<file path="src/rtl/kem_cmd_arbiter_pkg.sv">
// Shared types and constants for the KEM command arbiter and the kyber_top engine interface.
//   OP_W / SLOT_W / PARAM_W : engine command field widths
//   GID_W                   : grant index width (supports up to 8 requesters)
//   WD_W                    : watchdog counter width
//   state_t                 : arbiter FSM encoding
//   cmd_t                   : latched engine command payload
//   rr_next()               : round-robin successor of a requester index
package kem_cmd_arbiter_pkg;

    localparam int unsigned OP_W    = 4;
    localparam int unsigned SLOT_W  = 5;
    localparam int unsigned PARAM_W = 4;
    localparam int unsigned GID_W   = 3;
    localparam int unsigned WD_W    = 16;

    // Micro-op codes understood by kyber_top
    localparam logic [OP_W-1:0] OP_NOP        = 4'h0;
    localparam logic [OP_W-1:0] OP_NTT        = 4'h1;
    localparam logic [OP_W-1:0] OP_INTT       = 4'h2;
    localparam logic [OP_W-1:0] OP_PMUL       = 4'h3;
    localparam logic [OP_W-1:0] OP_PADD       = 4'h4;
    localparam logic [OP_W-1:0] OP_PSUB       = 4'h5;
    localparam logic [OP_W-1:0] OP_CBD        = 4'h6;
    localparam logic [OP_W-1:0] OP_SAMPLE     = 4'h7;
    localparam logic [OP_W-1:0] OP_COMPRESS   = 4'h8;
    localparam logic [OP_W-1:0] OP_DECOMPRESS = 4'h9;
    localparam logic [OP_W-1:0] OP_COPY       = 4'hA;

    typedef enum logic [1:0] {
        ST_IDLE  = 2'd0,
        ST_ISSUE = 2'd1,
        ST_WAIT  = 2'd2,
        ST_HOLD  = 2'd3
    } state_t;

    typedef struct packed {
        logic [OP_W-1:0]    op;
        logic [SLOT_W-1:0]  slot_a;
        logic [SLOT_W-1:0]  slot_b;
        logic [PARAM_W-1:0] param;
    } cmd_t;

    // (idx + 1) mod n_req without a divider
    function automatic logic [GID_W-1:0] rr_next(input logic [GID_W-1:0] idx,
                                                 input int unsigned      n_req);
        if (32'(idx) + 32'd1 >= n_req) begin
            return '0;
        end
        return idx + GID_W'(1);
    endfunction

endpackage

</file>
<file path="src/rtl/kem_cmd_arbiter_rr.sv">
// Combinational rotate-priority picker: first set bit of req at or after ptr, wrapping.
//   req       : request vector
//   ptr       : starting index (must be < N_REQ)
//   gnt_oh_c  : one-hot winner
//   gnt_idx_c : winner index
//   any_c     : at least one request present
module kem_cmd_arbiter_rr
    import kem_cmd_arbiter_pkg::*;
#(
    parameter int unsigned N_REQ = 3
) (
    input  logic [N_REQ-1:0] req,
    input  logic [GID_W-1:0] ptr,
    output logic [N_REQ-1:0] gnt_oh_c,
    output logic [GID_W-1:0] gnt_idx_c,
    output logic             any_c
);

    localparam int unsigned POS_W = GID_W + 1;

    logic [POS_W-1:0] pos;

    // Walk positions ptr, ptr+1, ... (mod N_REQ); the first requester hit wins
    always_comb begin
        gnt_oh_c  = '0;
        gnt_idx_c = '0;
        any_c     = 1'b0;
        pos       = '0;
        for (int k = 0; k < int'(N_REQ); k++) begin
            pos = {1'b0, ptr} + POS_W'(k);
            if (pos >= POS_W'(N_REQ)) begin
                pos = pos - POS_W'(N_REQ);
            end
            for (int i = 0; i < int'(N_REQ); i++) begin
                if (!any_c && req[i] && (pos == POS_W'(i))) begin
                    any_c        = 1'b1;
                    gnt_oh_c[i]  = 1'b1;
                    gnt_idx_c    = GID_W'(i);
                end
            end
        end
    end

endmodule

</file>
<file path="src/rtl/kem_cmd_arbiter.sv">
// Shares the kyber_top micro-op engine between N_REQ command requesters.
// Round-robin grant per micro-op; a requester holding req_lock keeps the engine
// across a sequence. Host bank I/O is only enabled while the engine is idle.
//   clk, rst                 : clock, synchronous active-high reset
//   req_valid/op/slot_a/b/param/lock : per-requester command inputs (packed by index)
//   req_ready, req_done      : per-requester accept / finish pulses
//   grant_id, grant_busy     : current owner and ownership flag
//   cmd_op/slot_a/slot_b/param, cmd_start, cmd_done : engine command interface
//   host_en                  : host polynomial I/O permitted
//   err_timeout, err_clr     : sticky watchdog error and its clear
module kem_cmd_arbiter
    import kem_cmd_arbiter_pkg::*;
#(
    parameter int unsigned N_REQ   = 3,
    parameter int unsigned TIMEOUT = 65535
) (
    input  logic                       clk,
    input  logic                       rst,
    input  logic [N_REQ-1:0]           req_valid,
    input  logic [OP_W*N_REQ-1:0]      req_op,
    input  logic [SLOT_W*N_REQ-1:0]    req_slot_a,
    input  logic [SLOT_W*N_REQ-1:0]    req_slot_b,
    input  logic [PARAM_W*N_REQ-1:0]   req_param,
    input  logic [N_REQ-1:0]           req_lock,
    output logic [N_REQ-1:0]           req_ready,
    output logic [N_REQ-1:0]           req_done,
    output logic [GID_W-1:0]           grant_id,
    output logic                       grant_busy,
    output logic [OP_W-1:0]            cmd_op,
    output logic [SLOT_W-1:0]          cmd_slot_a,
    output logic [SLOT_W-1:0]          cmd_slot_b,
    output logic [PARAM_W-1:0]         cmd_param,
    output logic                       cmd_start,
    input  logic                       cmd_done,
    output logic                       host_en,
    output logic                       err_timeout,
    input  logic                       err_clr
);

    state_t            state_q, state_d;
    logic [GID_W-1:0]  ptr_q, ptr_d;
    cmd_t              cmd_q;
    logic [WD_W-1:0]   wd_cnt_q;

    logic [N_REQ-1:0]  arb_oh_c;
    logic [GID_W-1:0]  arb_idx_c;
    logic              arb_any_c;

    logic [N_REQ-1:0]  own_oh_c;
    logic              own_valid_c;
    logic              own_lock_c;
    logic [N_REQ-1:0]  sel_oh_c;
    logic [GID_W-1:0]  sel_idx_c;
    cmd_t              sel_cmd_c;
    logic              expire_c;

    logic              accept_c;
    logic              finish_c;
    logic              timeout_c;
    logic [N_REQ-1:0]  ready_d;
    logic [N_REQ-1:0]  done_d;
    logic              start_d;
    logic              busy_d;
    logic              host_en_d;
    logic              err_d;

    kem_cmd_arbiter_rr #(
        .N_REQ     (N_REQ)
    ) u_rr (
        .req       (req_valid),
        .ptr       (ptr_q),
        .gnt_oh_c  (arb_oh_c),
        .gnt_idx_c (arb_idx_c),
        .any_c     (arb_any_c)
    );

    // Current owner as a one-hot, plus its valid / lock inputs
    always_comb begin
        own_oh_c = '0;
        for (int i = 0; i < int'(N_REQ); i++) begin
            own_oh_c[i] = (grant_id == GID_W'(i));
        end
    end

    assign own_valid_c = |(req_valid & own_oh_c);
    assign own_lock_c  = |(req_lock & own_oh_c);

    // In IDLE the arbiter picks; in HOLD only the owner can be accepted
    assign sel_oh_c  = (state_q == ST_IDLE) ? arb_oh_c  : own_oh_c;
    assign sel_idx_c = (state_q == ST_IDLE) ? arb_idx_c : grant_id;

    // Mux the selected requester's fields (one-hot AND-OR)
    always_comb begin
        sel_cmd_c = '0;
        for (int i = 0; i < int'(N_REQ); i++) begin
            if (sel_oh_c[i]) begin
                sel_cmd_c.op     = sel_cmd_c.op     | req_op[OP_W*i +: OP_W];
                sel_cmd_c.slot_a = sel_cmd_c.slot_a | req_slot_a[SLOT_W*i +: SLOT_W];
                sel_cmd_c.slot_b = sel_cmd_c.slot_b | req_slot_b[SLOT_W*i +: SLOT_W];
                sel_cmd_c.param  = sel_cmd_c.param  | req_param[PARAM_W*i +: PARAM_W];
            end
        end
    end

    // Counter counts WAIT cycles from 0, so expiry lands on the TIMEOUT-th WAIT cycle
    assign expire_c = (TIMEOUT != 0) && (wd_cnt_q == WD_W'(TIMEOUT - 1));

    // State register
    always_ff @(posedge clk) begin
        if (rst) begin
            state_q <= ST_IDLE;
        end else begin
            state_q <= state_d;
        end
    end

    // Next-state logic
    always_comb begin
        state_d = state_q;
        case (state_q)
            ST_IDLE: begin
                if (arb_any_c) begin
                    state_d = ST_ISSUE;
                end
            end
            ST_ISSUE: begin
                state_d = ST_WAIT;
            end
            ST_WAIT: begin
                if (cmd_done) begin
                    state_d = own_lock_c ? ST_HOLD : ST_IDLE;
                end else if (expire_c) begin
                    state_d = ST_IDLE;
                end
            end
            ST_HOLD: begin
                if (own_valid_c) begin
                    state_d = ST_ISSUE;
                end else if (!own_lock_c) begin
                    state_d = ST_IDLE;
                end
            end
            default: begin
                state_d = ST_IDLE;
            end
        endcase
    end

    // Output logic: next values for the registered outputs and pointer
    always_comb begin
        accept_c  = 1'b0;
        finish_c  = 1'b0;
        timeout_c = 1'b0;
        ptr_d     = ptr_q;
        ready_d   = '0;
        done_d    = '0;
        start_d   = 1'b0;
        busy_d    = (state_d != ST_IDLE);
        host_en_d = (state_q == ST_IDLE) && (state_d == ST_IDLE);
        err_d     = err_timeout;
        case (state_q)
            ST_IDLE: begin
                accept_c = arb_any_c;
            end
            ST_ISSUE: begin
                start_d = 1'b1;
            end
            ST_WAIT: begin
                // A done on the expiry cycle wins over the watchdog
                if (cmd_done) begin
                    finish_c = 1'b1;
                    if (!own_lock_c) begin
                        ptr_d = rr_next(grant_id, N_REQ);
                    end
                end else if (expire_c) begin
                    finish_c  = 1'b1;
                    timeout_c = 1'b1;
                    ptr_d     = rr_next(grant_id, N_REQ);
                end
            end
            ST_HOLD: begin
                if (own_valid_c) begin
                    accept_c = 1'b1;
                end else if (!own_lock_c) begin
                    ptr_d = rr_next(grant_id, N_REQ);
                end
            end
            default: begin
            end
        endcase
        if (accept_c) begin
            ready_d = sel_oh_c;
        end
        if (finish_c) begin
            done_d = own_oh_c;
        end
        // A new timeout beats a simultaneous clear
        if (timeout_c) begin
            err_d = 1'b1;
        end else if (err_clr) begin
            err_d = 1'b0;
        end
    end

    // Output, command latch, pointer and watchdog registers
    always_ff @(posedge clk) begin
        if (rst) begin
            ptr_q       <= '0;
            cmd_q       <= '0;
            grant_id    <= '0;
            wd_cnt_q    <= '0;
            req_ready   <= '0;
            req_done    <= '0;
            cmd_start   <= 1'b0;
            grant_busy  <= 1'b0;
            host_en     <= 1'b1;
            err_timeout <= 1'b0;
        end else begin
            ptr_q       <= ptr_d;
            req_ready   <= ready_d;
            req_done    <= done_d;
            cmd_start   <= start_d;
            grant_busy  <= busy_d;
            host_en     <= host_en_d;
            err_timeout <= err_d;
            if (accept_c) begin
                cmd_q    <= sel_cmd_c;
                grant_id <= sel_idx_c;
            end
            if (state_q == ST_ISSUE) begin
                wd_cnt_q <= '0;
            end else if (state_q == ST_WAIT) begin
                wd_cnt_q <= wd_cnt_q + WD_W'(1);
            end
        end
    end

    assign cmd_op     = cmd_q.op;
    assign cmd_slot_a = cmd_q.slot_a;
    assign cmd_slot_b = cmd_q.slot_b;
    assign cmd_param  = cmd_q.param;

endmodule

</file>
<file path="config.mk">
export PLATFORM = sky130hd
export DESIGN_NAME = kem_cmd_arbiter
export DESIGN_NICKNAME = d
export VERILOG_FILES = /design/src/rtl/kem_cmd_arbiter_pkg.sv /design/src/rtl/kem_cmd_arbiter_rr.sv /design/src/rtl/kem_cmd_arbiter.sv
export SDC_FILE = /design/constraint.sdc
export NUM_CORES = 1
export LEC_CHECK = 0
export ABC_AREA = 1
export CAP_MARGIN = 15
export CORE_ASPECT_RATIO = 1.1
export CORE_MARGIN = 2
export CORE_UTILIZATION = 50
export CTS_BUF_LIST = sky130_fd_sc_hd__clkbuf_4
export DETAILED_ROUTE_END_ITERATION = 12
export DONT_BUFFER_PORTS = 1
export MAX_ROUTING_LAYER = met4
export PLACE_DENSITY = 0.63
export SYNTH_ARGS = -nofsm -noshare
export SYNTH_HDL_FRONTEND = slang
export SYNTH_SLANG_ARGS = --single-unit
export TNS_END_PERCENT = 30
</file>
<file path="constraint.sdc">
create_clock -name clk -period 3.2 [get_ports clk]
set_input_delay 0.64 -clock clk [delete_from_list [all_inputs] [get_ports clk]]
set_output_delay 0.64 -clock clk [all_outputs]
set_load 0.02 [all_outputs]
</file>
==> impl_results.md <==
* Mapped Cells at 552
* Wire per inst at 12.94 µm
* CTS Root Cell: clkbuf_4
* Worst path max stage delay at 0.52 ns
* Slew Limit Fails at 0
* ANT cells at 0
* CP max FO at 36
* Hold bufs inserted after CTS at 0
* Slew @ Worst Pin at 0.7224 ns
* Pre-CTS setup slack at 0.5047 ns
* DRC at 0
* RSZ-0062 raised after global routing: no
* Gr ovfl total at 0
* Clock latency on the worst-skew pair at 0.37 ns
* Worst Hold Class: input port to register
* First-pass GRT wire length at 13700 µm
* Top-area cell type share of the netlist area at 0.2951
* Setup ws final at 0.4587 ns
* Setup slack, reg-to-reg at 0.46 ns
* Number of cells on the worst reg-to-reg path at 17
* Maximum number of pins on one net before global-route repair at 37
* Period Utilization, post-route at 0.8566
* Core box area at 6633 µm²
* Rows at 31
* Share of layout cells above drive strength 1 at 0.06581
* Fillers at 707
* Setup TNS at 0 ns
* Cell taking the most area after synthesis: dfxtp_1
* Setup bufs post-CTS at 0
* WS Path Type: register to register
* Detailed-placement wirelength estimate at 6215 µm
* Die width at 83.31 µm
* Synth cell types at 35
* Synth warnings at 0
* Sequential group share of total power at 0.348
* Final setup vio count at 0
* Critical path arrival at 3.02 ns
* Most frequent cells in the layout: nand2_1 (134), inv_1 (91), nor2_1 (78)
* Switch Pwr at 1.522 mW
* DR iter-0 viols at 137
* Switching share of power at 0.5256
* Clock Pin Slew Worst Setup and Hold Paths at 0.15 ns
* Slew Limit Headroom at 0.5179
* Final min period at 2.741 ns
* RR Startpoint: ptr_q[1]$_SDFFE_PP0P_
* Non-Filler Instances at 629
* GR Util All Layers at 0.2247
* IO Port Bufs at 0
* CP top delay family: simple AND/OR/NAND/NOR gates
* Internal power at 1.373 mW
* DRT antenna net count at 0
* Initial Util at 0.5216
* Maximum VDD drop at 0.0004831 V
* Die height at 91.24 µm
* Reg-to-Reg End: cmd_slot_b[4]$_SDFFE_PP0P_
* Post-cts sizing count at 0
* I/O pin cnt at 95
* Clock power frac at 0.103
* Clk sinks at 51
* Synthesis-to-finish area growth at 1.917%
* Buf/Inv on CP at 3
* Drt total wl at 8137 µm
* Power share of the combinational group at 0.549
* Vias per inst at 5.084
* CTS tree: built
* Routed via count at 3198
* PwrDens at 821.1 nW/µm²
* Max Clock Skew at 0.01179 ns
* Most common cell after layout, fill and taps aside: nand2_1
* Fmax at 0.3648 GHz
* Dpl cells at 621
* NumNets Final at 628
* Slowest CP cell: dfxtp_1
* H-tree Lvls at 2
* Clk buf depth at 2
* GP Congestion at 0.9351
* #FFs+latches synth at 51
* Mapped cell area at 3460 µm²
* WHS Path Cells at 1
* Max Cap Viol at 0
* Critical-path cell list: ha_1 > inv_1 > ha_1 > inv_1 > nand4_1 > nand2_1 > inv_1 > nand3_1 > nand3_2 > nor2_4 > nand4_2 > nand2_2 > nand2_4 > nand2_4 > nand2_1 > nand2_1 > nor2_1
* Startpoint Class: register
* CP Data Required Time at 3.48 ns
* Synthesized Nets at 634
* Pleak at 1.747 nW
* Synth Area per Inst at 6.267 µm²
* Final hold viol count at 0
* Initial antenna violation count at 0
* Hold EP: grant_busy$_SDFF_PP0_
* Die area at 7601 µm²
* CP endpoint kind: register
* Vias in the first global route at 2969
* Hold_sp: rst
* Synth top area cells: dfxtp_1 (30%), nand2_1 (15%), nand3_1 (10%)
* Outcome: finished, final reports clean
* Num CTS Buffers at 5
* Initial DRT Pass Iterations at 4
* Sequential share of the synthesized area at 0.2951
-- synth_stat cells --
cell type  count
nand2_1      134
inv_1         91
nor2_1        78
nand3_1       72
dfxtp_1       51
a21oi_1       19
ha_1          18
o21ai_0       10
nand4_1        8
nor3_1         8
clkbuf_1       6
buf_6          5
nand2_2        5
nand2_4        5
buf_4          4
nand4_2        4
o21ai_1        4
nor2_2         3
nor4_1         3
a21oi_2        2
a31oi_1        2
clkinv_1       2
nand3_2        2
nor2_4         2
o211ai_1       2
o22ai_1        2
xor2_1         2
a221oi_1       1
conb_1         1
inv_2          1
inv_4          1
o21a_1         1
or2_1          1
or2_2          1
xnor2_1        1
-- logic make-up after synthesis --
family,count (synthesis),synth area share
AND/OR/NAND/NOR,326,0.4268
other,1,0.001084
XOR/XNOR,3,0.007596
buffers and inverters,110,0.1353
AO/OA/AOI/OAI,43,0.06908
adder cells (fa/ha/maj),18,0.06510
flip-flops,51,0.2951
-- how the worst max path moves through the flow --
stage,startpoint,to,cells after the start,slack (ns)
5_1_grt,ptr_q[1]$_SDFFE_PP0P_,cmd_slot_b[4]$_SDFFE_PP0P_,17,0.17
6_report,ptr_q[1]$_SDFFE_PP0P_,cmd_slot_b[4]$_SDFFE_PP0P_,17,0.46
4_1_cts,ptr_q[0]$_SDFFE_PP0P_,cmd_slot_b[4]$_SDFFE_PP0P_,17,0.46
3_3_place_gp,ptr_q[1]$_SDFFE_PP0P_,cmd_slot_a[4]$_SDFFE_PP0P_,17,0.58
2_1_floorplan,ptr_q[1]$_SDFFE_PP0P_,cmd_op[1]$_SDFFE_PP0P_,18,0.92
3_5_place_dp,ptr_q[0]$_SDFFE_PP0P_,cmd_slot_b[3]$_SDFFE_PP0P_,17,0.50
-- worst reg2reg max path: cells and delay by family, from the launching register on --
kind	cells	cell delay, ns
buffers and inverters	3	0.21
DFF	1	0.52
adders and majority gates	2	0.49
and+or+nand+nor	12	1.42
-- area by class of cell --
type	instances	area [µm²]	area share
Multi-Input combinational cell	391	1971	0.5589
Sequential cell	51	1021	0.2896
Inverter	95	359.1	0.1018
Tap cell	82	102.6	0.02910
Clock buffer	6	45.04	0.01278
Timing Repair Buffer	2	15.01	0.004258
Clock inverter	2	12.51	0.003549
-- power groups by stage --
stage	clock, mW	sequential, mW	combinational [mW]
3_5_place_dp	0	1.03	1.59
6_report	0.300	1.01	1.59
4_1_cts	0.316	1.01	1.59
5_1_grt	0.344	1.02	1.87
3_3_place_gp	0	1.03	1.56
2_1_floorplan	0	0.985	1.42
-- metrics by stage --
| stage | utilization | power [mW] | instance area (µm²) | hold slack (ns) |
|---|---|---|---|---|
| 3_5_place_dp | 0.5229 | 2.612 | 3468 | 0.4513 |
| 3_3_place_gp | 0.5229 | 2.582 | 3468 | 0.4472 |
| 5_1_grt | 0.5316 | 3.237 | 3526 | 0.2693 |
| 2_1_floorplan | - | 2.401 | 3460 | 0.4347 |
| 6_report | 0.5316 | 2.895 | 3526 | 0.3119 |
| 4_1_cts | 0.5316 | 2.920 | 3526 | 0.2918 |
-- registers in the layout (all words and copies together) (netlist names) --
| signal | cells |
|---|---|
| cmd_op | 4 |
| grant_id | 2 |
| cmd_start | 1 |
| wd_cnt_q | 16 |
| host_en | 1 |
| cmd_param | 4 |
| cmd_slot_b | 5 |
| state_q | 2 |
| req_done | 3 |
| cmd_slot_a | 5 |
| ptr_q | 3 |
| grant_busy | 1 |
| err_timeout | 1 |
| req_ready | 3 |
-- metal layers --
metal / global-route usage / part of all wire / vias to the layer above
met5: - / 0 / -
met3: 0.05000 / 0.065 / 13
met4: 0.06421 / 0.016 / 0
met2: 0.3683 / 0.47 / 104
met1: 0.2784 / 0.45 / 1366
li1: - / - / 1715
(Power assumes the default switching activity.)
